### config.mk
export PLATFORM = sky130hd
export DESIGN_NAME = axi4_lite_xbar_1xn
export DESIGN_NICKNAME = d
export VERILOG_FILES = /design/src/rtl/axi4_lite_pkg.sv /design/src/rtl/axi4_lite_addr_decode.sv /design/src/rtl/axi4_lite_xbar_1xn.sv
export SDC_FILE = /design/constraint.sdc
export NUM_CORES = 1
export LEC_CHECK = 0
export CAP_MARGIN = 20
export CORE_AREA = 2 2 167 169
export DETAILED_ROUTE_END_ITERATION = 8
export DIE_AREA = 0 0 169 171
export GPL_TIMING_DRIVEN = 0
export SLEW_MARGIN = 20
export SYNTH_ARGS = -nofsm -noshare
export SYNTH_HDL_FRONTEND = slang
export SYNTH_SLANG_ARGS = --single-unit
### constraint.sdc
create_clock -name ACLK -period 1.88 [get_ports ACLK]
set_input_delay 0.564 -clock ACLK [delete_from_list [all_inputs] [get_ports ACLK]]
set_output_delay 0.564 -clock ACLK [all_outputs]
set_load 0.05 [all_outputs]
### src/rtl/axi4_lite_pkg.sv
// rtl/axi4_lite_pkg.sv - response codes, FSM state types and index sizing for the AXI4-Lite crossbar
package axi4_lite_pkg;

    typedef enum logic [1:0] {
        OKAY   = 2'b00,
        SLVERR = 2'b10,
        DECERR = 2'b11
    } resp_t;

    typedef enum logic [1:0] {
        R_IDLE,
        R_ADDR,
        R_DATA,
        R_RESP
    } rd_state_t;

    typedef enum logic [1:0] {
        W_IDLE,
        W_ISSUE,
        W_RESP,
        W_BACK
    } wr_state_t;

    // A single slave still needs a one-bit index so the select logic stays uniform.
    function automatic int idx_width(input int n);
        return (n > 1) ? $clog2(n) : 1;
    endfunction

endpackage

### src/rtl/axi4_lite_addr_decode.sv
// rtl/axi4_lite_addr_decode.sv - maps an address onto one of NUM_SLAVES equal windows
module axi4_lite_addr_decode
    import axi4_lite_pkg::*;
#(
    parameter int                       ADDRESS_WIDTH = 32,
    parameter int                       NUM_SLAVES    = 4,
    parameter int                       WINDOW_BITS   = 12,
    parameter logic [ADDRESS_WIDTH-1:0] BASE_ADDR     = '0,
    parameter int                       IDX_WIDTH     = idx_width(NUM_SLAVES)
) (
    input  logic [ADDRESS_WIDTH-1:0] addr,
    output logic                     hit,
    output logic [IDX_WIDTH-1:0]     idx
);

    logic [ADDRESS_WIDTH-1:0] off;
    logic [ADDRESS_WIDTH-1:0] slot;

    always_comb begin
        off  = addr - BASE_ADDR;
        slot = off >> WINDOW_BITS;
        hit  = (addr >= BASE_ADDR) && (slot < ADDRESS_WIDTH'(NUM_SLAVES));
        idx  = slot[IDX_WIDTH-1:0];
    end

endmodule

### src/rtl/axi4_lite_xbar_1xn.sv
// rtl/axi4_lite_xbar_1xn.sv - AXI4-Lite 1-master to N-slave router with DECERR for unmapped addresses
module axi4_lite_xbar_1xn
    import axi4_lite_pkg::*;
#(
    parameter int                       DATA_WIDTH    = 32,
    parameter int                       ADDRESS_WIDTH = 32,
    parameter int                       NUM_SLAVES    = 4,
    parameter int                       WINDOW_BITS   = 12,
    parameter logic [ADDRESS_WIDTH-1:0] BASE_ADDR     = '0
) (
    input  logic                             ACLK,
    input  logic                             ARESET,
    input  logic [ADDRESS_WIDTH-1:0]         S_AWADDR,
    input  logic                             S_AWVALID,
    output logic                             S_AWREADY,
    input  logic [DATA_WIDTH-1:0]            S_WDATA,
    input  logic [DATA_WIDTH/8-1:0]          S_WSTRB,
    input  logic                             S_WVALID,
    output logic                             S_WREADY,
    output logic [1:0]                       S_BRESP,
    output logic                             S_BVALID,
    input  logic                             S_BREADY,
    input  logic [ADDRESS_WIDTH-1:0]         S_ARADDR,
    input  logic                             S_ARVALID,
    output logic                             S_ARREADY,
    output logic [DATA_WIDTH-1:0]            S_RDATA,
    output logic [1:0]                       S_RRESP,
    output logic                             S_RVALID,
    input  logic                             S_RREADY,
    output logic [ADDRESS_WIDTH-1:0]         M_AWADDR,
    output logic [ADDRESS_WIDTH-1:0]         M_ARADDR,
    output logic [DATA_WIDTH-1:0]            M_WDATA,
    output logic [DATA_WIDTH/8-1:0]          M_WSTRB,
    output logic [NUM_SLAVES-1:0]            M_AWVALID,
    output logic [NUM_SLAVES-1:0]            M_WVALID,
    output logic [NUM_SLAVES-1:0]            M_ARVALID,
    output logic [NUM_SLAVES-1:0]            M_BREADY,
    output logic [NUM_SLAVES-1:0]            M_RREADY,
    input  logic [NUM_SLAVES-1:0]            M_AWREADY,
    input  logic [NUM_SLAVES-1:0]            M_WREADY,
    input  logic [NUM_SLAVES-1:0]            M_ARREADY,
    input  logic [NUM_SLAVES-1:0]            M_BVALID,
    input  logic [NUM_SLAVES-1:0]            M_RVALID,
    input  logic [NUM_SLAVES*2-1:0]          M_BRESP,
    input  logic [NUM_SLAVES*2-1:0]          M_RRESP,
    input  logic [NUM_SLAVES*DATA_WIDTH-1:0] M_RDATA
);

    localparam int STRB_WIDTH = DATA_WIDTH / 8;
    localparam int IDX_WIDTH  = idx_width(NUM_SLAVES);

    function automatic logic [NUM_SLAVES-1:0] sel(input logic [IDX_WIDTH-1:0] i);
        return NUM_SLAVES'(1) << i;
    endfunction

    // Read path state
    rd_state_t                rd_state;
    logic                     ar_ready_q;
    logic [ADDRESS_WIDTH-1:0] ar_addr_q;
    logic [IDX_WIDTH-1:0]     rd_idx_q;
    logic [NUM_SLAVES-1:0]    m_arvalid_q;
    logic [NUM_SLAVES-1:0]    m_rready_q;
    logic                     r_valid_q;
    logic [DATA_WIDTH-1:0]    r_data_q;
    logic [1:0]               r_resp_q;
    logic                     ar_hit;
    logic [IDX_WIDTH-1:0]     ar_idx;

    // Write path state
    wr_state_t                wr_state;
    logic                     aw_held;
    logic                     w_held;
    logic                     aw_ready_q;
    logic                     w_ready_q;
    logic [ADDRESS_WIDTH-1:0] aw_addr_q;
    logic [DATA_WIDTH-1:0]    w_data_q;
    logic [STRB_WIDTH-1:0]    w_strb_q;
    logic [NUM_SLAVES-1:0]    m_awvalid_q;
    logic [NUM_SLAVES-1:0]    m_wvalid_q;
    logic [NUM_SLAVES-1:0]    m_bready_q;
    logic                     b_valid_q;
    logic [1:0]               b_resp_q;
    logic                     aw_hit;
    logic [IDX_WIDTH-1:0]     aw_idx;

    axi4_lite_addr_decode #(
        .ADDRESS_WIDTH(ADDRESS_WIDTH),
        .NUM_SLAVES   (NUM_SLAVES),
        .WINDOW_BITS  (WINDOW_BITS),
        .BASE_ADDR    (BASE_ADDR),
        .IDX_WIDTH    (IDX_WIDTH)
    ) u_ar_decode (
        .addr(S_ARADDR),
        .hit (ar_hit),
        .idx (ar_idx)
    );

    // Write decode runs on the latched address because AW and W may arrive in either order.
    axi4_lite_addr_decode #(
        .ADDRESS_WIDTH(ADDRESS_WIDTH),
        .NUM_SLAVES   (NUM_SLAVES),
        .WINDOW_BITS  (WINDOW_BITS),
        .BASE_ADDR    (BASE_ADDR),
        .IDX_WIDTH    (IDX_WIDTH)
    ) u_aw_decode (
        .addr(aw_addr_q),
        .hit (aw_hit),
        .idx (aw_idx)
    );

    always_ff @(posedge ACLK) begin
        if (ARESET) begin
            rd_state    <= R_IDLE;
            ar_ready_q  <= 1'b0;
            ar_addr_q   <= '0;
            rd_idx_q    <= '0;
            m_arvalid_q <= '0;
            m_rready_q  <= '0;
            r_valid_q   <= 1'b0;
            r_data_q    <= '0;
            r_resp_q    <= OKAY;
        end else begin
            case (rd_state)
                R_IDLE: begin
                    ar_ready_q <= 1'b1;
                    if (ar_ready_q && S_ARVALID) begin
                        ar_ready_q <= 1'b0;
                        ar_addr_q  <= S_ARADDR;
                        rd_idx_q   <= ar_idx;
                        if (ar_hit) begin
                            m_arvalid_q <= sel(ar_idx);
                            rd_state    <= R_ADDR;
                        end else begin
                            r_data_q  <= '0;
                            r_resp_q  <= DECERR;
                            r_valid_q <= 1'b1;
                            rd_state  <= R_RESP;
                        end
                    end
                end
                R_ADDR: begin
                    if (M_ARREADY[rd_idx_q]) begin
                        m_arvalid_q <= '0;
                        m_rready_q  <= sel(rd_idx_q);
                        rd_state    <= R_DATA;
                    end
                end
                R_DATA: begin
                    if (M_RVALID[rd_idx_q]) begin
                        m_rready_q <= '0;
                        r_data_q   <= M_RDATA[int'(rd_idx_q)*DATA_WIDTH +: DATA_WIDTH];
                        r_resp_q   <= M_RRESP[2*int'(rd_idx_q) +: 2];
                        r_valid_q  <= 1'b1;
                        rd_state   <= R_RESP;
                    end
                end
                R_RESP: begin
                    if (S_RREADY) begin
                        r_valid_q  <= 1'b0;
                        ar_ready_q <= 1'b1;
                        rd_state   <= R_IDLE;
                    end
                end
                default: rd_state <= R_IDLE;
            endcase
        end
    end

    always_ff @(posedge ACLK) begin
        if (ARESET) begin
            wr_state    <= W_IDLE;
            aw_held     <= 1'b0;
            w_held      <= 1'b0;
            aw_ready_q  <= 1'b0;
            w_ready_q   <= 1'b0;
            aw_addr_q   <= '0;
            w_data_q    <= '0;
            w_strb_q    <= '0;
            m_awvalid_q <= '0;
            m_wvalid_q  <= '0;
            m_bready_q  <= '0;
            b_valid_q   <= 1'b0;
            b_resp_q    <= OKAY;
        end else begin
            case (wr_state)
                W_IDLE: begin
                    if (aw_ready_q && S_AWVALID) begin
                        aw_held    <= 1'b1;
                        aw_addr_q  <= S_AWADDR;
                        aw_ready_q <= 1'b0;
                    end else begin
                        aw_ready_q <= !aw_held;
                    end
                    if (w_ready_q && S_WVALID) begin
                        w_held    <= 1'b1;
                        w_data_q  <= S_WDATA;
                        w_strb_q  <= S_WSTRB;
                        w_ready_q <= 1'b0;
                    end else begin
                        w_ready_q <= !w_held;
                    end
                    if (aw_held && w_held) begin
                        if (aw_hit) begin
                            m_awvalid_q <= sel(aw_idx);
                            m_wvalid_q  <= sel(aw_idx);
                            wr_state    <= W_ISSUE;
                        end else begin
                            b_resp_q  <= DECERR;
                            b_valid_q <= 1'b1;
                            wr_state  <= W_BACK;
                        end
                    end
                end
                W_ISSUE: begin
                    if (M_AWREADY[aw_idx]) m_awvalid_q <= '0;
                    if (M_WREADY[aw_idx])  m_wvalid_q  <= '0;
                    if ((!(|m_awvalid_q) || M_AWREADY[aw_idx]) &&
                        (!(|m_wvalid_q)  || M_WREADY[aw_idx])) begin
                        m_bready_q <= sel(aw_idx);
                        wr_state   <= W_RESP;
                    end
                end
                W_RESP: begin
                    if (M_BVALID[aw_idx]) begin
                        m_bready_q <= '0;
                        b_resp_q   <= M_BRESP[2*int'(aw_idx) +: 2];
                        b_valid_q  <= 1'b1;
                        wr_state   <= W_BACK;
                    end
                end
                W_BACK: begin
                    if (S_BREADY) begin
                        b_valid_q  <= 1'b0;
                        aw_held    <= 1'b0;
                        w_held     <= 1'b0;
                        aw_ready_q <= 1'b1;
                        w_ready_q  <= 1'b1;
                        wr_state   <= W_IDLE;
                    end
                end
                default: wr_state <= W_IDLE;
            endcase
        end
    end

    assign S_ARREADY = ar_ready_q;
    assign S_RVALID  = r_valid_q;
    assign S_RDATA   = r_data_q;
    assign S_RRESP   = r_resp_q;
    assign M_ARADDR  = ar_addr_q;
    assign M_ARVALID = m_arvalid_q;
    assign M_RREADY  = m_rready_q;

    assign S_AWREADY = aw_ready_q;
    assign S_WREADY  = w_ready_q;
    assign S_BVALID  = b_valid_q;
    assign S_BRESP   = b_resp_q;
    assign M_AWADDR  = aw_addr_q;
    assign M_WDATA   = w_data_q;
    assign M_WSTRB   = w_strb_q;
    assign M_AWVALID = m_awvalid_q;
    assign M_WVALID  = m_wvalid_q;
    assign M_BREADY  = m_bready_q;

endmodule

==> qor.csv <==
metric,value,unit
CP startpoint,M_ARADDR[12],
post-route setup slack,-33.1,ps
IO buf count,431,
clock-pin transition on the worst setup and hold timing paths,70,ps
ranking of synthesized cells by area,"dfxtp_1, mux4_2, nand2_1",
Post-synth top flop,dfxtp_1,
worst-path cell chain,"mux4_2, o21ai_4, a21o_4, nor3_4, buf_6, buf_6, a22o_1",
worst endpoint data arrival time,2230,ps
synthesis warning total,0,
first-pass GRT wire length,45800,um
min Tclk post-route,1910,ps
status,"finished, violations left",
slew margin rel.,62.7,%
"slowest stage delay, CP",560,ps
synth unique cells,44,
CP bufs+invs,2,
Yosys top cell by area,dfxtp_1,
hold wc startpoint,M_WDATA[5],
CTS tree,yes,
Clock Tree Root,clkbuf_16,
Leakage,4.88,nW
"Seq/Total Area, Yosys",46.4,%
FF-to-FF End,S_RDATA[16],
Post-synth ARST share,0,%
placed instance area,12000,um^2
DRC,0,
Critical Path End,S_RDATA[16],
maximum clock path buffer count,2,
wire length per cell,19.6,um
most frequent cell after synthesis,nand2_1,
Post-Syn Area per Cell,9.28,um^2
Max Slew Vio Count,0,
setup violators final,23,
CTS sink count,167,
CTS Buf Count,17,
Die ar.,28900,um^2
via count,7689,
Worst Setup End Kind,flip-flop,
slowest CP cell,mux4_2,
Max VDD drop,0.000559,V
vias in the first global route,7822,
"FF+latch count, synth",167,
router iterations before antenna repair,4,
antenna violations before repair,4,
Crit Path Class,reg2reg,
Tot GR Track Use,20.9,%
H-tree level count,4,
RSZ-0062 raised after global routing,yes,
Nets,1532,
WP depth,7,
detailed router's first-iteration violation count,307,
FMAX,0.523,GHz
num ports,432,
worst-margin pin slew,559,ps
final cell count without fillers,1615,
required time of the critical path,2200,ps
final wirelength,31700,um
Layout area overhead,80.6,%
post-route cell area,13000,um^2
"CP delay by family, top",multiplexers,
Vias/cell,4.76,
Min Hold Slack,452,ps
clk_lat worst skew,430,ps
largest net degree at the start of global routing,17,
reg2reg start,M_ARADDR[12],
fin crit share,102,%
ratio of cells with drive above 1 in the final layout,24.3,%
GP Congestion,0.804,
Worst R2R Setup Slack,-30,ps
CTS hold repair buffers,0,
Final Hold Viols,0,
synthesized area,7210,um^2
syn nets,1056,
Die X,169,um
Core Area,27300,um^2
grt ovf,0,
failing checks,negative setup slack,
Routed Antenna Nets,0,
Post-synth EDFFs,0,
synthesized netlist cell count,777,
initial core utilization,26.4,%
"most used cell, CP",buf_6,
Worst Setup Start Kind,flip-flop,
chip height,171,um
Max Cap Violations,0,
CP Max Fanout,5,
top cell type's share of synthesized area,46.4,%
Power Density,1200,nW/um^2
Hold WC Path Type,reg2reg,
worst reg-to-reg path cell count,7,
HPWL after DPL,24600,um
worst clock skew,10.8,ps
"top cells by count, synth","nand2_1, dfxtp_1, a21oi_1",
Inst Count DP,1554,
std cell rows,61,
-- cells in the final DEF, fill, tap and decap left out, types with 3 or more instances in the layout --
| master | synthesis | layout |
|---|---|---|
| inv_2 | 0 | 4 |
| mux4_2 | 41 | 41 |
| inv_1 | 11 | 5 |
| a21oi_1 | 114 | 113 |
| clkbuf_4 | 0 | 6 |
| or4_1 | 4 | 4 |
| clkinvlp_4 | 0 | 4 |
| nor3_1 | 10 | 7 |
| buf_8 | 0 | 4 |
| o22ai_1 | 7 | 4 |
| nor2_1 | 29 | 27 |
| nand4_1 | 4 | 4 |
| clkbuf_16 | 0 | 17 |
| a311oi_1 | 4 | 4 |
| nand2_1 | 218 | 218 |
| buf_12 | 0 | 3 |
| dfxtp_1 | 167 | 157 |
| buf_6 | 4 | 9 |
| clkdlybuf4s50_1 | 0 | 252 |
| nand3_1 | 6 | 5 |
| nor3b_1 | 4 | 4 |
| clkbuf_1 | 41 | 16 |
| clkdlybuf4s15_1 | 0 | 41 |
| and3_1 | 6 | 5 |
| nor3_4 | 0 | 4 |
| ha_1 | 8 | 5 |
| a21oi_4 | 1 | 3 |
| diode_2 | 0 | 3 |
| inv_6 | 0 | 5 |
| buf_4 | 0 | 20 |
| clkdlybuf4s15_2 | 0 | 66 |
| a22o_1 | 34 | 33 |
| nor4_4 | 0 | 3 |
| dlygate4sd2_1 | 0 | 18 |
| mux2i_1 | 17 | 17 |
| dfxtp_2 | 0 | 8 |
| buf_2 | 7 | 12 |
| clkbuf_2 | 0 | 61 |
| buf_16 | 0 | 3 |
-- through the flow --
step                      util [%]  total power, mW  TNS (ps)  worst slack [ps]
after floorplan                  -             8.94     -1130             -37.5
after global placement        43.8             11.4   -157470             -1270
after detailed placement      43.8             11.4   -153610             -1250
after CTS                     48.0             15.6     -4940              -240
after global routing          47.7             16.5     -3580              -118
final                         47.7             15.7      -304             -33.1
-- what timing repair did --
item,4_1_cts,5_1_grt
gates cloned,6,1
pin swaps,44,21
resized for setup,484,114
setup buffers,16,12
endpoints found under the setup margin,326,196
endpoints found under the hold margin,0,0
-- flip-flops by register name, indices dropped and copies added, names as in the netlist, 2 cells and up --
| name | count |
|---|---|
| M_WSTRB | 4 |
| M_AWADDR | 32 |
| M_WDATA | 32 |
| M_RREADY | 4 |
| M_ARVALID | 4 |
| M_AWVALID | 4 |
| M_BREADY | 4 |
| wr_state | 2 |
| M_WVALID | 4 |
| S_RRESP | 2 |
| S_RDATA | 32 |
| M_ARADDR | 32 |
| rd_state | 2 |
| S_BRESP | 2 |
-- worst min-delay path by stage --
stage                  end  cells after the start
3_5_place_dp   M_WDATA[31]                      2
5_1_grt        M_WDATA[22]                      2
6_report        M_WDATA[5]                      2
3_3_place_gp    M_WDATA[5]                      2
4_1_cts        M_WDATA[31]                      2
2_1_floorplan       w_held                      2
-- worst min-delay path, delay by kind of cell, from the launching register on --
family	cells	cell delay, ps
AOI/OAI and AO/OA	1	50
DFF	1	310
and+or+nand+nor	1	50
-- cell families after synthesis --
| group | after synthesis | synth area share [%] |
|---|---|---|
| muxes | 58 | 15.2 |
| adders and majority gates | 8 | 1.39 |
| DFF | 167 | 46.4 |
| buffers and inverters | 67 | 4.02 |
| AOI/OAI and AO/OA | 178 | 15.5 |
| and+or+nand+nor | 299 | 17.6 |
-- layout make-up --
class | count | area [um^2]
sequential | 167 | 3360
tap | 346 | 433
inverter | 11 | 47.5
multi-input combinational | 543 | 3850
buffer | 51 | 322
antenna | 3 | 7.51
clock buffer | 18 | 429
clock inverter | 14 | 116
timing repair buffer | 462 | 4460
fill | 2657 | 14300
-- routing by layer --
layer	GRT usage (%)	vias to the layer above	wire length [um]
met3	7.10	44	2610
met4	6.65	2	714
li1	-	3717	-
met2	40.0	300	16700
met1	21.3	3626	11600
met5	0	-	20
-- power by group --
part	switching [mW]	total (mW)	internal (mW)
combinational	4.62	7.75	3.13
clock	1.64	3.37	1.73
sequential	0.418	4.54	4.12
(Power assumes the default switching activity.)
